<file path="src/rtl/oldland_pkg.sv">
// Shared types for the Oldland hazard/sequencing control slice:
// FSM state encoding, scoreboard entry layout and register index width.
package oldland_pkg;

  localparam int unsigned REG_W = 4;

  typedef enum logic [1:0] {
    ST_RUN    = 2'd0,
    ST_DRAIN  = 2'd1,
    ST_VECTOR = 2'd2
  } hz_state_t;

  typedef struct packed {
    logic             valid;
    logic [REG_W-1:0] rd;
    logic             is_load;
  } sb_entry_t;

  function automatic logic entry_match(input sb_entry_t e,
                                       input logic [REG_W-1:0] ra_sel,
                                       input logic uses_ra,
                                       input logic [REG_W-1:0] rb_sel,
                                       input logic uses_rb);
    return e.valid & ((uses_ra & (e.rd == ra_sel)) | (uses_rb & (e.rd == rb_sel)));
  endfunction

endpackage

</file>
<file path="src/rtl/oldland_scoreboard.sv">
// Three-entry destination-register scoreboard (execute, memory, writeback)
// that shifts each unfrozen cycle and reports source-register matches.
module oldland_scoreboard
  import oldland_pkg::*;
(
  input  logic             clk,
  input  logic             rst,
  input  logic             freeze,
  input  sb_entry_t        push,
  input  logic [REG_W-1:0] ra_sel,
  input  logic [REG_W-1:0] rb_sel,
  input  logic             uses_ra,
  input  logic             uses_rb,
  output logic             match_e,
  output logic             match_m,
  output logic             match_w,
  output logic             e_is_load
);

  sb_entry_t ent_e, ent_m, ent_w;

  always_ff @(posedge clk) begin
    if (rst) begin
      ent_e <= '0;
      ent_m <= '0;
      ent_w <= '0;
    end else if (!freeze) begin
      ent_w <= ent_m;
      ent_m <= ent_e;
      ent_e <= push;
    end
  end

  always_comb begin
    match_e   = entry_match(ent_e, ra_sel, uses_ra, rb_sel, uses_rb);
    match_m   = entry_match(ent_m, ra_sel, uses_ra, rb_sel, uses_rb);
    match_w   = entry_match(ent_w, ra_sel, uses_ra, rb_sel, uses_rb);
    e_is_load = ent_e.is_load;
  end

endmodule

</file>
<file path="src/rtl/oldland_hazard_ctrl.sv">
// Oldland pipeline hazard/sequencing control: RAW stalls, branch flushes and
// exception drain/vector sequencing. OLDLAND_FORWARDING_EN selects load-use-only stalls.
module oldland_hazard_ctrl
  import oldland_pkg::*;
(
  input  logic             clk,
  input  logic             rst,
  input  logic             d_valid,
  input  logic [REG_W-1:0] d_ra_sel,
  input  logic [REG_W-1:0] d_rb_sel,
  input  logic             d_uses_ra,
  input  logic             d_uses_rb,
  input  logic [REG_W-1:0] d_rd_sel,
  input  logic             d_update_rd,
  input  logic             d_mem_load,
  input  logic             e_branch_taken,
  input  logic             e_exception,
  input  logic             m_busy,
  output logic             stall_fetch,
  output logic             stall_decode,
  output logic             bubble_execute,
  output logic             flush_fetch,
  output logic             flush_decode,
  output logic             freeze,
  output logic             vector_load
);

  hz_state_t state, next_state;
  sb_entry_t push;
  logic      match_e, match_m, match_w, e_is_load, hazard;

  oldland_scoreboard u_scoreboard (
    .clk       (clk),
    .rst       (rst),
    .freeze    (freeze),
    .push      (push),
    .ra_sel    (d_ra_sel),
    .rb_sel    (d_rb_sel),
    .uses_ra   (d_uses_ra),
    .uses_rb   (d_uses_rb),
    .match_e   (match_e),
    .match_m   (match_m),
    .match_w   (match_w),
    .e_is_load (e_is_load)
  );

`ifdef OLDLAND_FORWARDING_EN
  logic unused_match;
  assign unused_match = match_m ^ match_w;
  assign hazard = match_e & e_is_load;
`else
  logic unused_load;
  assign unused_load = e_is_load;
  assign hazard = match_e | match_m | match_w;
`endif

  always_ff @(posedge clk) begin
    if (rst) state <= ST_RUN;
    else     state <= next_state;
  end

  // RUN-state actions are suppressed while memory is busy: the exception or
  // branch stays held in frozen execute and is acted on once it thaws.
  always_comb begin
    next_state     = state;
    stall_fetch    = 1'b0;
    stall_decode   = 1'b0;
    bubble_execute = 1'b0;
    flush_fetch    = 1'b0;
    flush_decode   = 1'b0;
    freeze         = 1'b0;
    vector_load    = 1'b0;
    if (!rst) begin
      case (state)
        ST_RUN: begin
          if (!m_busy) begin
            if (e_exception) begin
              flush_fetch    = 1'b1;
              flush_decode   = 1'b1;
              bubble_execute = 1'b1;
              next_state     = ST_DRAIN;
            end else if (e_branch_taken) begin
              flush_fetch  = 1'b1;
              flush_decode = 1'b1;
            end else if (hazard && d_valid) begin
              stall_fetch    = 1'b1;
              stall_decode   = 1'b1;
              bubble_execute = 1'b1;
            end
          end
        end
        ST_DRAIN: begin
          flush_fetch  = 1'b1;
          flush_decode = 1'b1;
          stall_fetch  = 1'b1;
          if (!m_busy) next_state = ST_VECTOR;
        end
        ST_VECTOR: begin
          vector_load  = 1'b1;
          flush_decode = 1'b1;
          if (!m_busy) next_state = ST_RUN;
        end
        default: next_state = ST_RUN;
      endcase
      if (m_busy) begin
        freeze       = 1'b1;
        stall_fetch  = 1'b1;
        stall_decode = 1'b1;
      end
    end
  end

  always_comb begin
    push.valid   = d_valid & d_update_rd & ~stall_decode & ~flush_decode & ~bubble_execute;
    push.rd      = d_rd_sel;
    push.is_load = d_mem_load;
  end

endmodule

</file>
<file path="config.mk">
export PLATFORM = sky130hd
export DESIGN_NAME = oldland_hazard_ctrl
export DESIGN_NICKNAME = d
export VERILOG_FILES = /design/src/rtl/oldland_pkg.sv /design/src/rtl/oldland_scoreboard.sv /design/src/rtl/oldland_hazard_ctrl.sv
export SDC_FILE = /design/constraint.sdc
export NUM_CORES = 1
export LEC_CHECK = 0
export ABC_AREA = 1
export CORE_MARGIN = 10
export CORE_UTILIZATION = 44
export DETAILED_ROUTE_END_ITERATION = 16
export GPL_TIMING_DRIVEN = 0
export PLACE_DENSITY_LB_ADDON = 0.3
export SYNTH_ARGS = -nofsm -noshare
export SYNTH_HDL_FRONTEND = slang
export SYNTH_SLANG_ARGS = --single-unit
</file>
<file path="constraint.sdc">
create_clock -name clk -period 1.6 [get_ports clk]
set_input_delay 0.48 -clock clk [delete_from_list [all_inputs] [get_ports clk]]
set_output_delay 0.48 -clock clk [all_outputs]
set_load 0.05 [all_outputs]
</file>
==> flow_summary_export.csv, run 1 <==
group,metric,value,unit
cts,cts_made_buffers,3,
yosys,synth_cells,194,
global_route,grt_use_total,12.16,%
timing,skew,10.51,ps
detailed_routing,first_iter_violations,86,
cts,cts_num_sinks,17,
die,initial_core_util,46.88,%
worst_setup_path,crit_arrival,1710,ps
die,io_pins,29,
power,internal_power,893.1,uW
yosys,ys_warn_count,0,
yosys,synth_seq_area_share,28.78,%
timing,report.final.setup_viol,6,
global_route,antenna_found_initial,0,
detailed_routing,wl_per_cell,12.60,um
yosys,syn_avg_cell_area,6.095,um2
die,core,0.002522,mm2
cts,clock_path_buffers,2,
placement,dpl_worst_slack,-1671,ps
run_status,violations,"setup timing",
yosys,ys_seq_elements,17,
timing,worst_slack,-591.3,ps
timing,rsz0062_at_grt,"yes",
power,seqPwrFrac,33.9,%
global_route,grt_pass1_wl,5.278,mm
detailed_routing,final_antenna_net_count,0,
timing,final-hold-violation-count,0,
worst_setup_path,critPathKind,"reg -> out",
die,die_w,71.84,um
timing,relSlewSlack,68.59,%
detailed_routing,vias_per_cell,4.935,
worst_setup_path,startpoint_type,"flop",
worst_setup_path,cp-end-kind,"output pin",
yosys,synthTopCellsByArea,"dfxtp_1 29%, nand2_1 18%, nor2_1 7.9%, inv_1 7.6%, a21oi_1 5.9%",
timing,tightest_slew,471.2,ps
placement,routabilityCongestion,0.7861,
yosys,synth_cell_types,23,
cts,clk_pin_slew_worst_paths,100,ps
power,pwr-share-clk,15.5,%
cts,cts_tree,"done",
worst_setup_path,crit_fanout,3,
power,pwr-share-comb,50.6,%
timing,setup_tns,-2587,ps
cts,ctsRootBufferMaster,"clkbuf_4",
power,power_leakage,0.0007788,uW
yosys,yosysTopAreaCell,"dfxtp_1",
die,die_y,71.84,um
final_layout,final_util,68.45,%
final_layout,diodes,0,
die,dieArea,0.005161,mm2
die,rows,18,
worst_setup_path,worstPathRequired,1120,ps
final_layout,drive_gt1_share,37.50,%
cts,h-tree-depth,1,
timing,post-route-min-period,2191,ps
timing,report.final.slew_viol_count,0,
detailed_routing,vias,1293,
final_layout,area_growth,46.03,%
power,power,1500,uW
detailed_routing,wirelength,3.300,mm
power,netSwitchingPower,606.9,uW
yosys,synth_top_cell_area_share,28.78,%
hold_path,hold_path.class,"in -> reg",
run_status,status,"finished, violations left",
global_route,grt_max_degree,11,
timing,fin_crit_sh,137.0,%
power,peakVddDrop,851.2,uV
yosys,synth_nets,220,
cts,worstSkewPairLatency,290,ps
detailed_routing,firstDrtPassIters,6,
placement,dp_hpwl,2.420,mm
placement,portBuffers,26,
global_route,first_global_vias,1146,
yosys,syn_area,0.001182,mm2
run,maxCapViolCount,0,
power,power.density,868.7,mW/mm2
final_layout,fin_nets,259,
power,netSwitchingFraction,40.46,%
global_route,grt.overflow.total,0,
detailed_routing,drc,0,
timing,timing.fmax,456.4,MHz
## power groups by stage
stage	clock network (uW)	registers [uW]	logic (uW)
2_1_floorplan	0	507	440
3_3_place_gp	0	514	611
3_5_place_dp	0	516	613
4_1_cts	238	510	684
5_1_grt	266	516	826
6_report	232	509	759
## worst paths after layout
| check | cells past startpoint | slack [ps] | endpoint | from |
|---|---|---|---|---|
| hold / removal | 2 | 430 | u_scoreboard.ent_w[1]$_SDFFE_PP0N_ | rst |
| setup / recovery | 11 | -590 | stall_fetch | u_scoreboard.ent_w[2]$_SDFFE_PP0N_ |
| setup reg to reg | 14 | 130 | u_scoreboard.ent_e[5]$_SDFFE_PP0N_ | u_scoreboard.ent_w[2]$_SDFFE_PP0N_ |
| hold reg to reg | 2 | 490 | u_scoreboard.ent_m[5]$_SDFFE_PP0N_ | u_scoreboard.ent_m[5]$_SDFFE_PP0N_ |
## cell usage after synthesis, drive strengths merged
cell,instances
a211oi,4
a21oi,14
buf,1
clkbuf,3
clkinv,1
dfxtp,17
ha,4
inv,30
nand2,57
nand3,10
nor2,27
nor3,1
o211ai,1
o21ai,17
or3,1
xnor2,6
## layer usage
metal	global-route usage, %	vias up	wire [um]
met3	3.719	2	209
met4	1.290	0	14
met2	19.51	41	1601
met5	0	-	0
li1	-	684	-
met1	15.95	566	1475
## per-stage QoR
| step | instances | hold slack, ps | cell area, um2 |
|---|---|---|---|
| 2_1_floorplan | 194 | 441.4 | 1257 |
| 3_3_place_gp | 250 | 456.6 | 1555 |
| 3_5_place_dp | 250 | 462.2 | 1555 |
| 4_1_cts | 259 | 426.3 | 1643 |
| 5_1_grt | 262 | 429.9 | 1727 |
| 6_report | 262 | 428.8 | 1727 |
## critical path, stage by stage (launching register included)
cell	delay, ps
dfxtp_2	370
inv_2	50
nand2_1	50
nand2_1	40
nor2_1	110
nand3_1	90
nand2_1	90
nand2_1	70
nand3_2	100
nand3_2	90
o211ai_1	120
buf_4	240
## cell usage in the layout, fill, tap and decap left out, types with 2 or more instances in the layout
master,netlist,final
a211oi_1,3,3
a21oi_1,14,13
buf_2,0,7
buf_4,0,8
buf_6,1,5
buf_8,0,4
clkbuf_1,3,4
clkbuf_4,0,3
clkdlybuf4s50_1,0,8
dfxtp_1,17,5
dfxtp_2,0,8
dfxtp_4,0,4
dlygate4sd2_1,0,2
ha_1,4,2
ha_4,0,2
inv_1,24,9
inv_2,6,14
inv_4,0,3
inv_8,0,2
nand2_1,56,49
nand2_2,1,8
nand3_1,7,7
nand3_2,3,2
nor2_1,25,19
nor2_2,2,5
nor2_4,0,3
o21ai_0,13,13
o21ai_1,3,2
xnor2_1,6,6
## kinds of logic (layout without fill, tap and decap cells)
logic type | Yosys count | in the layout | synth area share (%)
compound gates | 36 | 36 | 17.04
flops | 17 | 17 | 28.78
buf+inv | 35 | 73 | 11.75
fa+ha+maj | 4 | 4 | 4.233
xor+xnor | 6 | 6 | 4.444
simple gates | 96 | 96 | 33.76
## state kept, by name, summed over array words and instances (netlist names)
| register | flops |
|---|---|
| u_scoreboard.ent_w | 5 |
| u_scoreboard.ent_e | 5 |
| u_scoreboard.ent_m | 5 |
| state | 2 |
## final cells by class
| class | instances | area (um2) |
|---|---|---|
| Sequential cell | 17 | 365.4 |
| Buffer | 4 | 22.52 |
| Tap cell | 30 | 37.54 |
| Clock buffer | 4 | 26.28 |
| Timing Repair Buffer | 34 | 309.0 |
| Inverter | 31 | 152.6 |
| Multi-Input combinational cell | 142 | 813.3 |
| Fill cell | 226 | 795.8 |
## what timing repair did
action	in CTS	in global routing
pin swaps	10	18
setup buffers	5	4
setup endpoints to repair	9	7
gates resized for setup	113	24
hold buffers	0	0
Power figures use the tool's default switching activity.
==> inputs of run 2 (changes only) <==
CORE_ASPECT_RATIO = 1.25   (was not set)
CORE_MARGIN = 2   (was 10)
MAX_ROUTING_LAYER = met4   (was not set)
==> flow_summary_export.csv, run 2 (synthesized netlist as in run 1, its figures left out) <==
group,metric,value,unit
worst_setup_path,crit_slowest_cell,"dfxtp_2",
timing,post-route-min-period,2210,ps
detailed_routing,final_antenna_net_count,0,
placement,portBuffers,26,
worst_setup_path,worst_r2r_startpoint,"state[0]$_SDFFE_PP0P_",
cts,cts_tree,"done",
placement,placed_cell_area,0.001560,mm2
hold_path,hp-start,"rst",
timing,relSlewSlack,68.57,%
power,internal_power,889.6,uW
power,seqPwrFrac,34.4,%
die,io_pins,29,
cts,h-tree-depth,1,
detailed_routing,vias_per_cell,4.937,
worst_setup_path,rrSetupSlack,60,ps
final_layout,fin_area,0.001709,mm2
power,netSwitchingFraction,39.88,%
timing,setup_tns,-2342,ps
cts,cts_num_sinks,17,
cts,clk_pin_slew_worst_paths,100,ps
final_layout,drive_gt1_share,35.04,%
power,netSwitchingPower,590.0,uW
timing,fin_crit_sh,138.1,%
die,die_y,61.96,um
cts,clock_path_buffers,2,
worst_setup_path,path_delay_family,"simple AND/OR/NAND/NOR gates",
detailed_routing,firstDrtPassIters,4,
die,dieArea,0.003120,mm2
timing,report.final.setup_viol,6,
timing,timing.fmax,452.5,MHz
power,power,1480,uW
timing,whs,433.7,ps
run_status,status,"finished, violations left",
power,power_leakage,0.0007972,uW
power,pwr-share-clk,15.8,%
power,pwr-share-comb,49.8,%
cts,ctsRootBufferMaster,"clkbuf_4",
die,core,0.002628,mm2
worst_setup_path,worstPathRequired,1120,ps
timing,skew,2.503,ps
die,die_w,50.37,um
final_layout,fillers,236,
timing,worst_slack,-610.1,ps
detailed_routing,first_iter_violations,27,
worst_setup_path,critPathKind,"reg -> out",
die,rows,21,
cts,cts_made_buffers,3,
detailed_routing,wl_per_cell,11.28,um
timing,final-hold-violation-count,0,
placement,dp.cells,254,
timing,tightest_slew,471.5,ps
power,peakVddDrop,637.3,uV
worst_setup_path,crit_arrival,1730,ps
hold_path,whs_path_depth,2,
final_layout,fin_nets,261,
worst_setup_path,critPathMaxStageDelay,350,ps
worst_setup_path,reg2reg_to,"u_scoreboard.ent_e[5]$_SDFFE_PP0N_",
run_status,violations,"setup timing",
hold_path,min_to,"u_scoreboard.ent_m[4]$_SDFFE_PP0N_",
hold_path,hold_path.class,"in -> reg",
cts,worstSkewPairLatency,290,ps
worst_setup_path,startpoint_type,"flop",
final_layout,reg.largest.list,"u_scoreboard.ent_e: 5 flops, u_scoreboard.ent_m: 5 flops, u_scoreboard.ent_w: 5 flops",
worst_setup_path,path_buf_inv,3,
final_layout,instances_no_fill,268,
detailed_routing,drc,0,
global_route,grt_use_total,20.93,%
global_route,first_global_vias,1220,
final_layout,final_common_cell,"nand2_1",
worst_setup_path,path_common_cell,"nand2_1",
run,maxCapViolCount,0,
worst_setup_path,cp-end-kind,"output pin",
detailed_routing,wirelength,3.024,mm
global_route,grt.overflow.total,0,
global_route,grt_max_degree,11,
global_route,grt_pass1_wl,4.816,mm
power,power.density,865.7,mW/mm2
worst_setup_path,crit_fanout,4,
worst_setup_path,cp_cell_sequence,"buf_4, xnor2_2, nand3_1, nand2_1, nand2_1, nand3_2, nand2_1, nand2_1, nand3_2, clkinvlp_4, buf_8",
die,initial_core_util,45.00,%
final_layout,final_cell_mix,"54 x nand2_1, 22 x nor2_1, 14 x inv_2",
placement,routabilityCongestion,0.8540,
placement,dp_hpwl,2.139,mm
timing,report.final.slew_viol_count,0,
global_route,antenna_found_initial,0,
timing,rsz0062_at_grt,"yes",
final_layout,area_growth,44.55,%
final_layout,diodes,0,
detailed_routing,vias,1323,
worst_setup_path,r2r_cells,11,
## run 2: worst register-to-register path: stages, from the launching register on
cell	delay (ps)
dfxtp_2	370
inv_4	50
ha_4	160
inv_2	60
nor2_4	40
o21ai_4	80
a211oi_4	90
buf_4	140
or3_1	290
nor2_1	100
nand2_1	50
nand2_1	50
## run 2: final cells by class
| cell class | count | area (um2) | share of cell area, % |
|---|---|---|---|
| Sequential cell | 17 | 359.1 | 21.01 |
| Tap cell | 34 | 42.54 | 2.489 |
| Clock buffer | 4 | 26.28 | 1.537 |
| Inverter | 31 | 150.1 | 8.785 |
| Multi-Input combinational cell | 142 | 794.5 | 46.49 |
| Timing Repair Buffer | 36 | 314.1 | 18.37 |
| Buffer | 4 | 22.52 | 1.318 |
## run 2: through the flow
stage	utilization [%]	worst slack [ps]
2_1_floorplan	-	-327.7
3_3_place_gp	59.38	-1649
3_5_place_dp	59.38	-1661
4_1_cts	62.48	-586.5
5_1_grt	65.05	-751.0
6_report	65.05	-610.1
## run 2: repair_timing
action | CTS | global route
buffers inserted | 5 | 5
pin swaps | 13 | 19
hold buffers | 0 | 0
gates resized for setup | 106 | 17
setup endpoints to repair | 10 | 7
## run 2: power by group through the flow
stage          registers (uW)  clock network, uW  logic [uW]
2_1_floorplan             507                  0         440
3_5_place_dp              515                  0         613
6_report                  510                233         737
5_1_grt                   517                254         804
3_3_place_gp              514                  0         610
4_1_cts                   508                236         703
## run 2: worst max path at each step
stage                                             from             end  slack, ps  cells past startpoint
finish              u_scoreboard.ent_m[3]$_SDFFE_PP0N_  bubble_execute       -610                     11
global route        u_scoreboard.ent_m[3]$_SDFFE_PP0N_  bubble_execute       -750                     11
CTS                 u_scoreboard.ent_w[2]$_SDFFE_PP0N_  bubble_execute       -590                     13
detailed placement                         d_ra_sel[2]  bubble_execute      -1660                     14
global placement                           d_ra_sel[2]  bubble_execute      -1650                     14
floorplan                                  d_ra_sel[2]     stall_fetch       -330                     10
## run 2: routing by layer
metal | share of wire [%] | up-vias | global-route usage, %
met5 | 0 | - | -
met4 | 1.9 | 0 | 9.266
met3 | 2.2 | 7 | 2.153
met2 | 54 | 30 | 39.85
met1 | 41 | 595 | 22.11
li1 | - | 691 | -
